==> src/rtl/mem_arbiter_pkg.sv <==
// Shared types for the byte-serial RAM arbiter: FSM states, access sizes,
// port owner and the request fields latched on grant.
package mem_arbiter_pkg;

    typedef enum logic [1:0] {
        ARB_IDLE   = 2'd0,
        ARB_ACCESS = 2'd1,
        ARB_DONE   = 2'd2
    } arb_state_e;

    typedef enum logic [1:0] {
        MEM_BYTE = 2'b00,
        MEM_HALF = 2'b01,
        MEM_WORD = 2'b10
    } mem_size_e;

    typedef enum logic {
        OWNER_IF  = 1'b0,
        OWNER_MEM = 1'b1
    } owner_e;

    // Counter must reach n (=4) on reads, hence three bits.
    localparam int CNT_W = 3;
    typedef logic [CNT_W-1:0] cnt_t;

    typedef struct packed {
        owner_e      owner;
        logic        we;
        cnt_t        n;
        logic [31:0] wdata;
    } xfer_t;

endpackage

==> src/rtl/mem_arbiter_if.sv <==
// Pipeline-side request/response signals and the byte-wide RAM port.
// slave = the arbiter, master = requesters plus the RAM.
interface mem_arbiter_if #(
    parameter int ADDR_WIDTH = 32
) ();

    logic                  if_req;
    logic [ADDR_WIDTH-1:0] if_addr;
    logic                  if_flush;
    logic                  if_done;
    logic [31:0]           if_data;
    logic                  if_stall_req;

    logic                  mem_req;
    logic                  mem_we;
    logic [1:0]            mem_size;
    logic [ADDR_WIDTH-1:0] mem_addr;
    logic [31:0]           mem_wdata;
    logic                  mem_done;
    logic [31:0]           mem_rdata;
    logic                  mem_stall_req;

    logic [ADDR_WIDTH-1:0] ram_addr;
    logic                  ram_wr;
    logic [7:0]            ram_dout;
    logic [7:0]            ram_din;

    modport slave (
        input  if_req, if_addr, if_flush,
        output if_done, if_data, if_stall_req,
        input  mem_req, mem_we, mem_size, mem_addr, mem_wdata,
        output mem_done, mem_rdata, mem_stall_req,
        output ram_addr, ram_wr, ram_dout,
        input  ram_din
    );

    modport master (
        output if_req, if_addr, if_flush,
        input  if_done, if_data, if_stall_req,
        output mem_req, mem_we, mem_size, mem_addr, mem_wdata,
        input  mem_done, mem_rdata, mem_stall_req,
        input  ram_addr, ram_wr, ram_dout,
        output ram_din
    );

endinterface

==> src/rtl/mem_arbiter.sv <==
// Shares one byte-wide RAM port between instruction fetch and the MEM stage,
// serialising 1/2/4-byte accesses and assembling read data little-endian.
module mem_arbiter
    import mem_arbiter_pkg::*;
#(
    parameter int ADDR_WIDTH = 32
) (
    input  logic          clk_i,
    input  logic          rst_i,
    mem_arbiter_if.slave  bus_if
);

    arb_state_e            state_q, state_d;
    xfer_t                 ctl_q, ctl_d;
    logic [ADDR_WIDTH-1:0] base_q, base_d;
    cnt_t                  cnt_q, cnt_d;
    logic [31:0]           data_q, data_d;

    logic [ADDR_WIDTH-1:0] ram_addr_q, ram_addr_d;
    logic                  ram_wr_q, ram_wr_d;
    logic [7:0]            ram_dout_q, ram_dout_d;
    logic                  if_done_q, if_done_d;
    logic                  mem_done_q, mem_done_d;
    logic [31:0]           if_data_q, if_data_d;
    logic [31:0]           mem_rdata_q, mem_rdata_d;

    logic                  gnt_valid;
    logic [ADDR_WIDTH-1:0] gnt_addr;
    xfer_t                 gnt_xfer;
    logic                  enter_done;
    cnt_t                  cnt_next;
    cnt_t                  cnt_prev;

    function automatic cnt_t size_to_bytes(input logic [1:0] size);
        case (size)
            MEM_BYTE: return cnt_t'(1);
            MEM_HALF: return cnt_t'(2);
            default:  return cnt_t'(4);
        endcase
    endfunction

    function automatic logic [7:0] byte_of(input logic [31:0] w, input logic [1:0] idx);
        return w[{idx, 3'b000} +: 8];
    endfunction

    function automatic logic [31:0] set_byte(input logic [31:0] w, input logic [1:0] idx,
                                             input logic [7:0] b);
        logic [31:0] r;
        r = w;
        r[{idx, 3'b000} +: 8] = b;
        return r;
    endfunction

    assign cnt_next = cnt_q + cnt_t'(1);
    assign cnt_prev = cnt_q - cnt_t'(1);

    // MEM wins a simultaneous request; a fetch is always four bytes.
    always_comb begin
        gnt_valid = 1'b0;
        gnt_addr  = '0;
        gnt_xfer  = '0;
        if (bus_if.mem_req) begin
            gnt_valid      = 1'b1;
            gnt_addr       = bus_if.mem_addr;
            gnt_xfer.owner = OWNER_MEM;
            gnt_xfer.we    = bus_if.mem_we;
            gnt_xfer.n     = size_to_bytes(bus_if.mem_size);
            gnt_xfer.wdata = bus_if.mem_wdata;
        end else if (bus_if.if_req) begin
            gnt_valid      = 1'b1;
            gnt_addr       = bus_if.if_addr;
            gnt_xfer.owner = OWNER_IF;
            gnt_xfer.we    = 1'b0;
            gnt_xfer.n     = cnt_t'(4);
            gnt_xfer.wdata = '0;
        end
    end

    // NOTE: every signal written here gets a default first, so no path can
    // leave one unassigned and infer a latch.
    always_comb begin
        state_d     = state_q;
        ctl_d       = ctl_q;
        base_d      = base_q;
        cnt_d       = cnt_q;
        data_d      = data_q;
        ram_addr_d  = ram_addr_q;
        ram_wr_d    = 1'b0;
        ram_dout_d  = ram_dout_q;
        if_done_d   = 1'b0;
        mem_done_d  = 1'b0;
        if_data_d   = if_data_q;
        mem_rdata_d = mem_rdata_q;
        enter_done  = 1'b0;

        case (state_q)
            ARB_IDLE: begin
                if (gnt_valid) begin
                    state_d    = ARB_ACCESS;
                    ctl_d      = gnt_xfer;
                    base_d     = gnt_addr;
                    cnt_d      = '0;
                    data_d     = '0;
                    ram_addr_d = gnt_addr;
                    ram_wr_d   = gnt_xfer.we;
                    ram_dout_d = gnt_xfer.wdata[7:0];
                end
            end

            ARB_ACCESS: begin
                if (ctl_q.owner == OWNER_IF && bus_if.if_flush) begin
                    state_d = ARB_IDLE;
                    cnt_d   = '0;
                end else if (ctl_q.we) begin
                    // The registered outputs already carry byte cnt_q this cycle.
                    if (cnt_q == ctl_q.n - cnt_t'(1)) begin
                        enter_done = 1'b1;
                    end else begin
                        cnt_d      = cnt_next;
                        ram_addr_d = base_q + ADDR_WIDTH'(cnt_next);
                        ram_wr_d   = 1'b1;
                        ram_dout_d = byte_of(ctl_q.wdata, cnt_next[1:0]);
                    end
                end else begin
                    // ram_din lags its address by one cycle.
                    if (cnt_q != '0) begin
                        data_d = set_byte(data_q, cnt_prev[1:0], bus_if.ram_din);
                    end
                    if (cnt_q == ctl_q.n) begin
                        enter_done = 1'b1;
                    end else begin
                        cnt_d = cnt_next;
                        if (cnt_next < ctl_q.n) begin
                            ram_addr_d = base_q + ADDR_WIDTH'(cnt_next);
                        end
                    end
                end

                if (enter_done) begin
                    state_d = ARB_DONE;
                    if (ctl_q.owner == OWNER_IF) begin
                        if_done_d = 1'b1;
                        if_data_d = data_d;
                    end else begin
                        mem_done_d  = 1'b1;
                        mem_rdata_d = data_d;
                    end
                end
            end

            ARB_DONE: state_d = ARB_IDLE;

            default: state_d = ARB_IDLE;
        endcase
    end

    // NOTE: state is updated with non-blocking assignments so every register
    // samples the values from before this edge, regardless of statement order.
    always_ff @(posedge clk_i) begin
        if (rst_i) begin
            state_q     <= ARB_IDLE;
            ctl_q       <= '0;
            base_q      <= '0;
            cnt_q       <= '0;
            data_q      <= '0;
            ram_addr_q  <= '0;
            ram_wr_q    <= 1'b0;
            ram_dout_q  <= '0;
            if_done_q   <= 1'b0;
            mem_done_q  <= 1'b0;
            if_data_q   <= '0;
            mem_rdata_q <= '0;
        end else begin
            state_q     <= state_d;
            ctl_q       <= ctl_d;
            base_q      <= base_d;
            cnt_q       <= cnt_d;
            data_q      <= data_d;
            ram_addr_q  <= ram_addr_d;
            ram_wr_q    <= ram_wr_d;
            ram_dout_q  <= ram_dout_d;
            if_done_q   <= if_done_d;
            mem_done_q  <= mem_done_d;
            if_data_q   <= if_data_d;
            mem_rdata_q <= mem_rdata_d;
        end
    end

    assign bus_if.ram_addr  = ram_addr_q;
    assign bus_if.ram_wr    = ram_wr_q;
    assign bus_if.ram_dout  = ram_dout_q;
    assign bus_if.if_done   = if_done_q;
    assign bus_if.if_data   = if_data_q;
    assign bus_if.mem_done  = mem_done_q;
    assign bus_if.mem_rdata = mem_rdata_q;

    // Stall drops in the done cycle so the pipeline moves on that edge.
    assign bus_if.if_stall_req  = bus_if.if_req & ~if_done_q;
    assign bus_if.mem_stall_req = bus_if.mem_req & ~mem_done_q;

endmodule

==> src/flat_wrapper.sv <==
// flat-port wrapper written by rule: the top's interface ports become plain ports
module mem_arbiter_flat import mem_arbiter_pkg::*;
#(
    parameter int ADDR_WIDTH = 32
)
  (clk_i, rst_i, bus_if_if_req, bus_if_if_addr, bus_if_if_flush, bus_if_if_done, bus_if_if_data, bus_if_if_stall_req, bus_if_mem_req, bus_if_mem_we, bus_if_mem_size, bus_if_mem_addr, bus_if_mem_wdata, bus_if_mem_done, bus_if_mem_rdata, bus_if_mem_stall_req, bus_if_ram_addr, bus_if_ram_wr, bus_if_ram_dout, bus_if_ram_din);
  mem_arbiter_if #(.ADDR_WIDTH(ADDR_WIDTH)) bus_if_i ();
  input  logic clk_i;
  input  logic rst_i;
  input wire logic [$bits(bus_if_i.if_req)-1:0] bus_if_if_req;
  input wire logic [$bits(bus_if_i.if_addr)-1:0] bus_if_if_addr;
  input wire logic [$bits(bus_if_i.if_flush)-1:0] bus_if_if_flush;
  output wire logic [$bits(bus_if_i.if_done)-1:0] bus_if_if_done;
  output wire logic [$bits(bus_if_i.if_data)-1:0] bus_if_if_data;
  output wire logic [$bits(bus_if_i.if_stall_req)-1:0] bus_if_if_stall_req;
  input wire logic [$bits(bus_if_i.mem_req)-1:0] bus_if_mem_req;
  input wire logic [$bits(bus_if_i.mem_we)-1:0] bus_if_mem_we;
  input wire logic [$bits(bus_if_i.mem_size)-1:0] bus_if_mem_size;
  input wire logic [$bits(bus_if_i.mem_addr)-1:0] bus_if_mem_addr;
  input wire logic [$bits(bus_if_i.mem_wdata)-1:0] bus_if_mem_wdata;
  output wire logic [$bits(bus_if_i.mem_done)-1:0] bus_if_mem_done;
  output wire logic [$bits(bus_if_i.mem_rdata)-1:0] bus_if_mem_rdata;
  output wire logic [$bits(bus_if_i.mem_stall_req)-1:0] bus_if_mem_stall_req;
  output wire logic [$bits(bus_if_i.ram_addr)-1:0] bus_if_ram_addr;
  output wire logic [$bits(bus_if_i.ram_wr)-1:0] bus_if_ram_wr;
  output wire logic [$bits(bus_if_i.ram_dout)-1:0] bus_if_ram_dout;
  input wire logic [$bits(bus_if_i.ram_din)-1:0] bus_if_ram_din;
  assign bus_if_i.if_req = bus_if_if_req;
  assign bus_if_i.if_addr = bus_if_if_addr;
  assign bus_if_i.if_flush = bus_if_if_flush;
  assign bus_if_if_done = bus_if_i.if_done;
  assign bus_if_if_data = bus_if_i.if_data;
  assign bus_if_if_stall_req = bus_if_i.if_stall_req;
  assign bus_if_i.mem_req = bus_if_mem_req;
  assign bus_if_i.mem_we = bus_if_mem_we;
  assign bus_if_i.mem_size = bus_if_mem_size;
  assign bus_if_i.mem_addr = bus_if_mem_addr;
  assign bus_if_i.mem_wdata = bus_if_mem_wdata;
  assign bus_if_mem_done = bus_if_i.mem_done;
  assign bus_if_mem_rdata = bus_if_i.mem_rdata;
  assign bus_if_mem_stall_req = bus_if_i.mem_stall_req;
  assign bus_if_ram_addr = bus_if_i.ram_addr;
  assign bus_if_ram_wr = bus_if_i.ram_wr;
  assign bus_if_ram_dout = bus_if_i.ram_dout;
  assign bus_if_i.ram_din = bus_if_ram_din;
  mem_arbiter #(.ADDR_WIDTH(ADDR_WIDTH)) u_core (.clk_i(clk_i), .rst_i(rst_i), .bus_if(bus_if_i));
endmodule
==> config.mk <==
export PLATFORM = sky130hd
export DESIGN_NAME = mem_arbiter_flat
export DESIGN_NICKNAME = d
export VERILOG_FILES = /design/src/rtl/mem_arbiter_pkg.sv /design/src/rtl/mem_arbiter_if.sv /design/src/rtl/mem_arbiter.sv /design/src/flat_wrapper.sv
export SDC_FILE = /design/constraint.sdc
export NUM_CORES = 1
export LEC_CHECK = 0
export ABC_AREA = 0
export BUFFER_PORTS_ARGS = -buffer_cell sky130_fd_sc_hd__buf_2
export CAP_MARGIN = 10
export CORE_UTILIZATION = 49
export CTS_CLUSTER_SIZE = 25
export DETAILED_ROUTE_END_ITERATION = 8
export GPL_TIMING_DRIVEN = 0
export PLACE_DENSITY = 0.87
export SLEW_MARGIN = 20
export SYNTH_ARGS = -nofsm -noshare
export SYNTH_HDL_FRONTEND = slang
export SYNTH_SLANG_ARGS = --single-unit
==> constraint.sdc <==
create_clock -name clk_i -period 3.19 [get_ports clk_i]
set_clock_uncertainty 0.2 [all_clocks]
set_input_delay 0.638 -clock clk_i [delete_from_list [all_inputs] [get_ports clk_i]]
set_output_delay 0.638 -clock clk_i [all_outputs]
set_load 0.01 [all_outputs]
# After elaboration in Yosys (flattened, before gate mapping)
# Index checks and enable logic that the tools add are counted.
# totals
ff_bits	213
output_inout_bits	109
word_cells	106
# classes
eq_ne	14
addsub	5
reduce_logical	14
bitwise_logic	7
n_lt_le_gt_ge	1
n_mux	47
shift	3
# ops
cell	count
32-bit two-way mux	12
32-bit one-hot mux with 2 select lines	2
37-bit two-way mux	1
35-bit two-way mux	1
32-bit by 3-bit adder with 32-bit output	1
32-bit bitwise mux	1
8-bit two-way mux	4
8-bit by 7-bit variable shift with 32-bit output (first input constant)	1
32-bit by 6-bit indexed part select with 8-bit output	1
8-bit by 7-bit indexed part select with 32-bit output	1
8-bit one-hot mux with 2 select lines	1
3-bit two-way mux	5
1-bit two-way mux	13
3-bit one-hot mux with 2 select lines	2
5-bit negation with 7-bit output	1
3-bit == test	2
2-bit two-way mux	3
3-bit by 1-bit inequality test with 1-bit output (second input constant)	2
2-bit AND reduction	3
3-bit AND reduction	2
6-bit AND reduction	1
1-bit NOT	5
5-bit AND reduction	1
2-bit by 1-bit == test with 1-bit output (second input constant)	2
19 further kinds	23

# Logic depth before layout (Yosys ltp)
# Gate-level depths: netlist (run 1).
# depth
word_depth	8
depth_mapped	12

# Worst setup path before layout (run 1)
# Ideal clock, no wire load.
# synth_path
path_kind	register to register
start	reg u_core.cnt_q[0]
end	reg u_core.ram_addr_q[28] (netlist: u_core.bus_if.ram_addr[28])
n_path_buf	2
setup_ns	0.117
arrival_time_ns	3.057
required_time_ns	2.873
path_stages_with_launch	13
path_slack_ns	-0.184
path_cell_list	dfxtp_1 -> clkbuf_1 -> inv_1 -> ha_1 -> inv_1 -> fa_1 -> nor2b_1 -> o2111ai_1 -> clkbuf_1 -> nor3b_1 -> xnor2_1 -> nand2_1 -> a32o_1
# synth_via
elab_chain_cells	7
elab_cells_between_ends	15
classes_between	add/sub (2); order compare (1); eq/ne (5); mux (6); reduce/logical (1)
# synth_rtl
item	line_no	rtl
start, declared	mem_arbiter.sv:16	cnt_t cnt_q, cnt_d;
start signal, assigned	mem_arbiter.sv:177	cnt_q <= cnt_d;
3-bit by 1-bit adder with 3-bit output	mem_arbiter.sv:54	assign cnt_next = cnt_q + cnt_t'(1);
32-bit by 3-bit adder with 32-bit output	mem_arbiter.sv:120, mem_arbiter.sv:134	
32-bit two-way mux	mem_arbiter.sv:133	if (cnt_next < ctl_q.n) begin
32-bit two-way mux	mem_arbiter.sv:129	if (cnt_q == ctl_q.n) begin
32-bit two-way mux	mem_arbiter.sv:114	end else if (ctl_q.we) begin
32-bit two-way mux	mem_arbiter.sv:111	if (ctl_q.owner == OWNER_IF && bus_if.if_flush) begin
32-bit one-hot mux with 2 select lines	mem_arbiter.sv:96	case (state_q)
end signal, assigned	mem_arbiter.sv:179	ram_addr_q <= ram_addr_d;
end, declared	mem_arbiter.sv:19	logic [ADDR_WIDTH-1:0] ram_addr_q, ram_addr_d;
# Several ways; a longest one is shown, not always the timed one. The select of a mux whose other input is x is not followed.
# A chain may end at the register's enable or synchronous reset.

# Final worst setup path (run 1)
# layout_path
start	reg u_core.cnt_q[0]
end	reg u_core.ram_addr_q[26] (netlist: u_core.bus_if.ram_addr[26])
# The elaborated chain is that of the path after synthesis.

==> results of run 1 <==
## worst max-delay path by stage
stage	from	endpoint	slack [ns]	depth (start not counted)
final	u_core.cnt_q[0]	u_core.bus_if.ram_addr[26]	0.09	12
after global routing	u_core.cnt_q[0]	u_core.bus_if.ram_addr[26]	-0.06	12
after CTS	u_core.cnt_q[1]	u_core.bus_if.ram_addr[25]	0.004	10
after detailed placement	u_core.cnt_q[0]	u_core.bus_if.ram_addr[26]	-0.72	12
after global placement	u_core.cnt_q[0]	u_core.bus_if.ram_addr[26]	-0.69	12
after floorplan	u_core.cnt_q[0]	u_core.bus_if.ram_addr[28]	0.06	12
## registers in the layout, summed over array words and instances, names as in the netlist
signal,count
u_core.ctl_q,37
u_core.base_q,32
u_core.bus_if.if_data,32
u_core.bus_if.mem_rdata,32
u_core.bus_if.ram_addr,32
u_core.data_q,32
u_core.bus_if.ram_dout,8
u_core.cnt_q,3
u_core.state_q,2
u_core.bus_if.if_done,1
u_core.bus_if.mem_done,1
u_core.bus_if.ram_wr,1
## logic make-up after synthesis
kind of cell / synth area share [%]
AOI/OAI and AO/OA: 23.5
xor gates and xnor gates: 2.72
adders and majority gates: 1.91
buffers and inverters: 4.70
DFF: 44.6
muxes: 4.50
and+or+nand+nor: 18.1
## area by class of cell
type	instances	share of cell area [%]
inverters	11	0.380
diodes	4	0.0844
plain buffers	92	3.65
clock inverters	6	0.517
multi-input cells	759	41.6
repair buffers	224	9.54
flip-flops and latches	213	36.0
well taps	260	2.74
clock buffers	31	5.53
## power breakdown
group / internal, µW / total (µW) / switching, µW
sequential: 2870 / 3020 / 148
clock: 1510 / 2570 / 1060
combinational: 495 / 1290 / 791
total: 4880 / 6880 / 2000
## worst reg2reg max path: stages, from the launching register on
cell        delay (ns)
dfxtp_4           0.40
clkbuf_16         0.19
clkinvlp_4        0.14
ha_4              0.32
inv_1             0.11
fa_2              0.39
nor2b_4           0.18
o2111ai_2         0.17
buf_6             0.18
nor3b_2           0.19
xnor2_1           0.16
nand2_1           0.10
a32o_1            0.27
## per-layer routing
metal / vias up / routed length, µm / track usage [%]
li1: 4402 / - / -
met1: 4380 / 12000 / 36.6
met2: 493 / 13700 / 48.5
met3: 99 / 2380 / 4.96
met4: 0 / 1340 / 13.2
met5: - / 0 / 0
## repair_timing
action | in CTS | in global routing
gates resized for setup | 13 | 13
endpoints found under the setup margin | 63 | 23
pin swaps | 0 | 1
buffers inserted | 2 | 2
hold buffers | 0 | 0
## stage by stage
stage,TNS (ns),cells
6_report,0,1600
5_1_grt,-0.0728,1597
4_1_cts,0,1594
3_5_place_dp,-19.29,1556
3_3_place_gp,-15.21,1556
2_1_floorplan,0,1076
## cells in the final DEF, fill, tap and decap left out, types with 8 or more instances in the layout
cell type,count
nor3_1,8
a32o_1,14
buf_4,8
clkbuf_1,69
nand4_1,9
xnor2_1,16
a22oi_1,67
o211ai_1,10
xor2_1,10
ha_1,10
a211oi_1,94
and3_1,14
nor2_1,219
a2bb2oi_1,24
nand2_1,63
a311oi_1,8
mux4_2,8
mux2i_1,25
o21ai_0,12
a21oi_1,39
nand3_1,17
inv_1,10
nand2b_1,10
clkbuf_16,24
nor2b_1,10
dfxtp_1,212
buf_2,231
==> run summary, run 1 <==
Core ar. -> 18900 µm²
Max_slew headroom -> 44.4%
Worst reg2reg startpoint -> u_core.cnt_q[0]
Area contributors post-synth -> dfxtp_1 45%, nor2_1 8.6%, a211oi_1 7.4%
Post-DP HPWL -> 21500 µm
Worst path required time -> 3.39 ns
Critical path's slowest cell -> dfxtp_4
Vias/cell -> 5.86
Crit Path Max Fanout -> 10
Skew-Pair Late Insertion Delay -> 0.51 ns
Fillers -> 1609
Post-synthesis cell count -> 1076
Area growth syn-to-layout -> 24.0%
F_max -> 323 MHz
Initial Util -> 50.6%
Seq/Total Area, Yosys -> 44.6%
Grt total ovfl -> 0
Leading area contributor after synthesis -> dfxtp_1
Final Cycle Share -> 97.1%
Pre-Repair DR Iteration Count -> 7
Final worst slack -> 0.0921 ns
Netlist cell types -> 61
Pwr Total -> 6880 µW
H-tree Lvls -> 1
Peak VDD IR -> 0.365 mV
Final wirelength -> 29500 µm
Register area -> 4270 µm²
Number of remaining DRC errors -> 0
Final #Nets -> 1450
Most frequent cell after synthesis -> nor2_1
Reg2reg setup slack -> 0.09 ns
Startpoint Class -> register
Largest net degree at the start of global routing -> 14
CTS tree -> yes
Worst setup path class -> register to register
Antenna Nets Post-Route -> 0
Min cycle time layout -> 3.10 ns
CTS sink count -> 213
Die W -> 142 µm
Multi-input gate area -> 4930 µm²
CP Buf/Inv Count -> 4
Die Span Y -> 142 µm
Leakage -> 0.00478 µW
Antenna violations before repair -> 4
Most frequent cells after synthesis -> 219 x nor2_1, 213 x dfxtp_1, 94 x a211oi_1, 69 x clkbuf_1, 67 x a22oi_1
Die area -> 20100 µm²
Dpl cell area -> 11000 µm²
Synth Flop Type -> dfxtp_1
Critical Path AT -> 3.30 ns
Max Slew Vio Count -> 0
Final instance area -> 11900 µm²
Dpl ws -> -0.715 ns
CP endpoint kind -> register
Ys async rst share -> 0%
Hold_ws -> 0.165 ns
Max-Cap Viols -> 0
CTS max path bufs -> 3
Reg clk slew, reported paths -> 0.06 ns
Final hold vios -> 0
Status -> complete, no violations
Crit Reg-Reg Endpoint -> u_core.bus_if.ram_addr[26]
Final Setup Violations -> 0
Crit-path leading delay family -> adder cells
Max stage delay on crit path -> 0.40 ns
PD cells -> 580 nW/µm²
Cell Chain, Critical Path -> clkbuf_16 > clkinvlp_4 > ha_4 > inv_1 > fa_2 > nor2b_4 > o2111ai_2 > buf_6 > nor3b_2 > xnor2_1 > nand2_1 > a32o_1
Worst Tran Pin Value -> 0.829 ns
Vias in the first global route -> 8925
WHS Endpoint -> u_core.ctl_q[19]
GP Congestion -> 0.950
Num CTS Buffers -> 23
Hold path startpoint -> bus_if_mem_wdata[19]
Total global-route track usage -> 29.0%
Hold path cells -> 3
Syn_nets -> 1202
Mapped Area -> 9560 µm²
First-pass GRT wire length -> 46200 µm
Vias post-DR -> 9374
Syn avg cell area -> 8.89 µm²
Layout cells sized above 1 -> 24.0%
Iteration-0 DRC Markers -> 845
Min-Delay Path Class -> input port to register
EDFF count, synth -> 0
#FFs+latches synth -> 213
Drt wl/cell -> 18.4 µm
# rows -> 50
Root Driver -> clkbuf_16
Io pins -> 221
Synth warnings -> 0
Final Util -> 62.7%
Buffers on Ports -> 220
Top cell type's share of synthesized area -> 44.6%
Worst reg2reg path depth -> 12
(Power assumes the default switching activity.)
==> inputs of run 2 (changes only) <==
--- a/config.mk
+++ b/config.mk
@@ -13,6 +13,7 @@
 export DETAILED_ROUTE_END_ITERATION = 8
 export GPL_TIMING_DRIVEN = 0
 export PLACE_DENSITY = 0.87
+export REMOVE_ABC_BUFFERS = 1
 export SLEW_MARGIN = 20
 export SYNTH_ARGS = -nofsm -noshare
 export SYNTH_HDL_FRONTEND = slang
==> constraint.sdc (replaced) <==
create_clock -name clk_i -period 3.19 [get_ports clk_i]
set_clock_uncertainty 0.2 [all_clocks]
set_input_delay 0 -clock clk_i [delete_from_list [all_inputs] [get_ports clk_i]]
set_output_delay 0 -clock clk_i [all_outputs]
set_load 0.01 [all_outputs]
==> run 2 against run 1 <==
Compared with the run above: global-route usage grew 1.7 points; maximum frequency hardly changed; critical endpoint is now u_core.bus_if.ram_dout[5]; highest routed layer unchanged; clock power increased by 10%.
==> run summary, run 2 (synthesis results as in run 1) <==
Status -> complete, no violations
Min-Delay Path Class -> input port to register
Root Driver -> clkbuf_16
Dpl ws -> -1.63 ns (-0.910 ns)
Hold_ws -> 0.0509 ns (-0.114 ns)
Final wirelength -> 31200 µm (+5.9%)
Num CTS Buffers -> 23 (unchanged)
Largest Register -> u_core.ctl_q
Io pins -> 221 (unchanged)
Leakage -> 0.00535 µW (+12%)
Total global-route track usage -> 30.8% (+1.7 points)
Core ar. -> 18900 µm² (unchanged)
First-pass GRT wire length -> 49600 µm (+7.4%)
Max_slew headroom -> 37.8% (-6.6 points)
Vias in the first global route -> 9755 (+9.3%)
GP Congestion -> 0.852 (-10%)
Final instance area -> 13200 µm² (+11%)
Area growth syn-to-layout -> 37.8%
Vias/cell -> 5.95 (+1.6%)
Antenna Cells -> 0 (-4)
Worst setup path class -> input port to register
F_max -> 323 MHz (about the same)
Die W -> 142 µm (unchanged)
Antenna Nets Post-Route -> 0 (unchanged)
H-tree Lvls -> 1 (unchanged)
Antenna violations before repair -> 0 (-4)
Post-DP HPWL -> 16800 µm (-21%)
Max-Cap Viols -> 0 (unchanged)
Commonest non-fill, non-tap cells in the layout -> 219 x nor2_1, 218 x buf_2, 211 x dfxtp_1
Crit Path Max Fanout -> 47 (+37)
CTS sink count -> 213 (unchanged)
Buffers on Ports -> 220 (unchanged)
Number of remaining DRC errors -> 0 (unchanged)
Max reg flops -> 37 (unchanged)
Peak VDD IR -> 0.354 mV (-3.2%)
Vias post-DR -> 9904 (+5.7%)
PD cells -> 556 nW/µm² (-4.2%)
Final Setup Violations -> 0 (unchanged)
CTS tree -> yes
Largest net degree at the start of global routing -> 121 (+107)
Reg clk slew, reported paths -> 0.06 ns (about the same)
Commonest non-fill, non-tap cell in the layout -> nor2_1
Initial Util -> 50.6% (unchanged)
Dpl cell area -> 10800 µm² (-1.6%)
Worst Tran Pin Value -> 0.928 ns (+0.0988 ns)
Final Cycle Share -> 97.0% (about the same)
Pre-Repair DR Iteration Count -> 5 (-2)
Final worst slack -> 0.0946 ns (+0.00244 ns)
Skew-Pair Late Insertion Delay -> 0.52 ns (about the same)
CP endpoint kind -> register
Setup TNS -> 0 ns (unchanged)
Final #Nets -> 1514 (+4.4%)
CTS max path bufs -> 3 (unchanged)
Die Span Y -> 142 µm (unchanged)
Startpoint Class -> input port
Max Slew Vio Count -> 0 (unchanged)
Layout cells sized above 1 -> 23.2% (-0.73 points)
Min cycle time layout -> 3.10 ns (-0.00244 ns)
Worst path required time -> 3.39 ns (about the same)
Drt wl/cell -> 18.8 µm (+1.8%)
RSZ-0062 raised after global routing -> false
Iteration-0 DRC Markers -> 839 (-0.71%)
Final hold vios -> 0 (unchanged)
# rows -> 50 (unchanged)
Critical Path AT -> 3.29 ns (about the same)
Die area -> 20100 µm² (unchanged)
Grt total ovfl -> 0 (unchanged)
## run 2: cell types whose count changed in the layout (fill, tap and decap cells not counted), sizes merged
cell	previous run	this run
nor2b	11	12
clkinv	4	5
bufinv	1	3
dlygate4sd3	0	140
buf	249	238
diode	4	0
inv	10	11
clkbuf	98	32
## run 2: stage by stage
step | std cells | util, % | power [µW]
2_1_floorplan | 983 | - | 3760
3_3_place_gp | 1463 | 56.0 | 4200
3_5_place_dp | 1472 | 57.3 | 4260
4_1_cts | 1661 | 69.5 | 7240
5_1_grt | 1664 | 69.7 | 7590
6_report | 1664 | 69.7 | 7320
## run 2: cell type report
type,instances,area [µm²]
fill,1348,5720
multi-input combinational,760,4950
sequential,213,4270
timing repair buffer,379,2780
clock buffer,31,676
tap,260,325
clock inverter,10,131
inverter,11,45.0
## run 2: layer usage
metal / track usage (%) / up-vias / part of all wire (%)
li1: - / 4535 / -
met1: 37.1 / 4687 / 39
met2: 53.4 / 555 / 49
met3: 4.93 / 127 / 7.4
met4: 14.8 / 0 / 4.5
met5: 0 / - / 0
## run 2: timing repair
| item | 4_1_cts | 5_1_grt |
|---|---|---|
| hold buffers | 140 | 0 |
| gates cloned | 0 | 1 |
| pin swaps | 2 | 1 |
| gates resized for setup | 12 | 6 |
| hold endpoints to repair | 168 | 0 |
| buffers inserted | 8 | 2 |
| endpoints found under the setup margin | 135 | 58 |
## run 2: critical path, cell delays in order
cell and delay [ns]:
dlygate4sd3_1 0.53, clkbuf_4 0.55, nor3_1 0.16, or2_2 0.60, a21o_1 0.28, a21oi_2 0.65
nor2_1 0.12, a311oi_1 0.38
## run 2: power breakdown
part	switching [µW]	internal, µW
Sequential	167	2870
Combinational	819	636
Clock	1110	1730
Total	2090	5230
## run 2: worst paths after layout
| kind | cells past startpoint | to | slack (ns) | startpoint |
|---|---|---|---|---|
| setup reg to reg | 10 | u_core.bus_if.ram_addr[12] | 0.14 | u_core.cnt_q[0] |
| setup / recovery | 8 | u_core.bus_if.ram_dout[5] | 0.09 | bus_if_mem_req |
| hold reg to reg | 2 | u_core.bus_if.ram_addr[5] | 0.27 | u_core.bus_if.ram_addr[5] |
| hold / removal | 5 | u_core.bus_if.ram_wr | 0.05 | bus_if_if_flush |
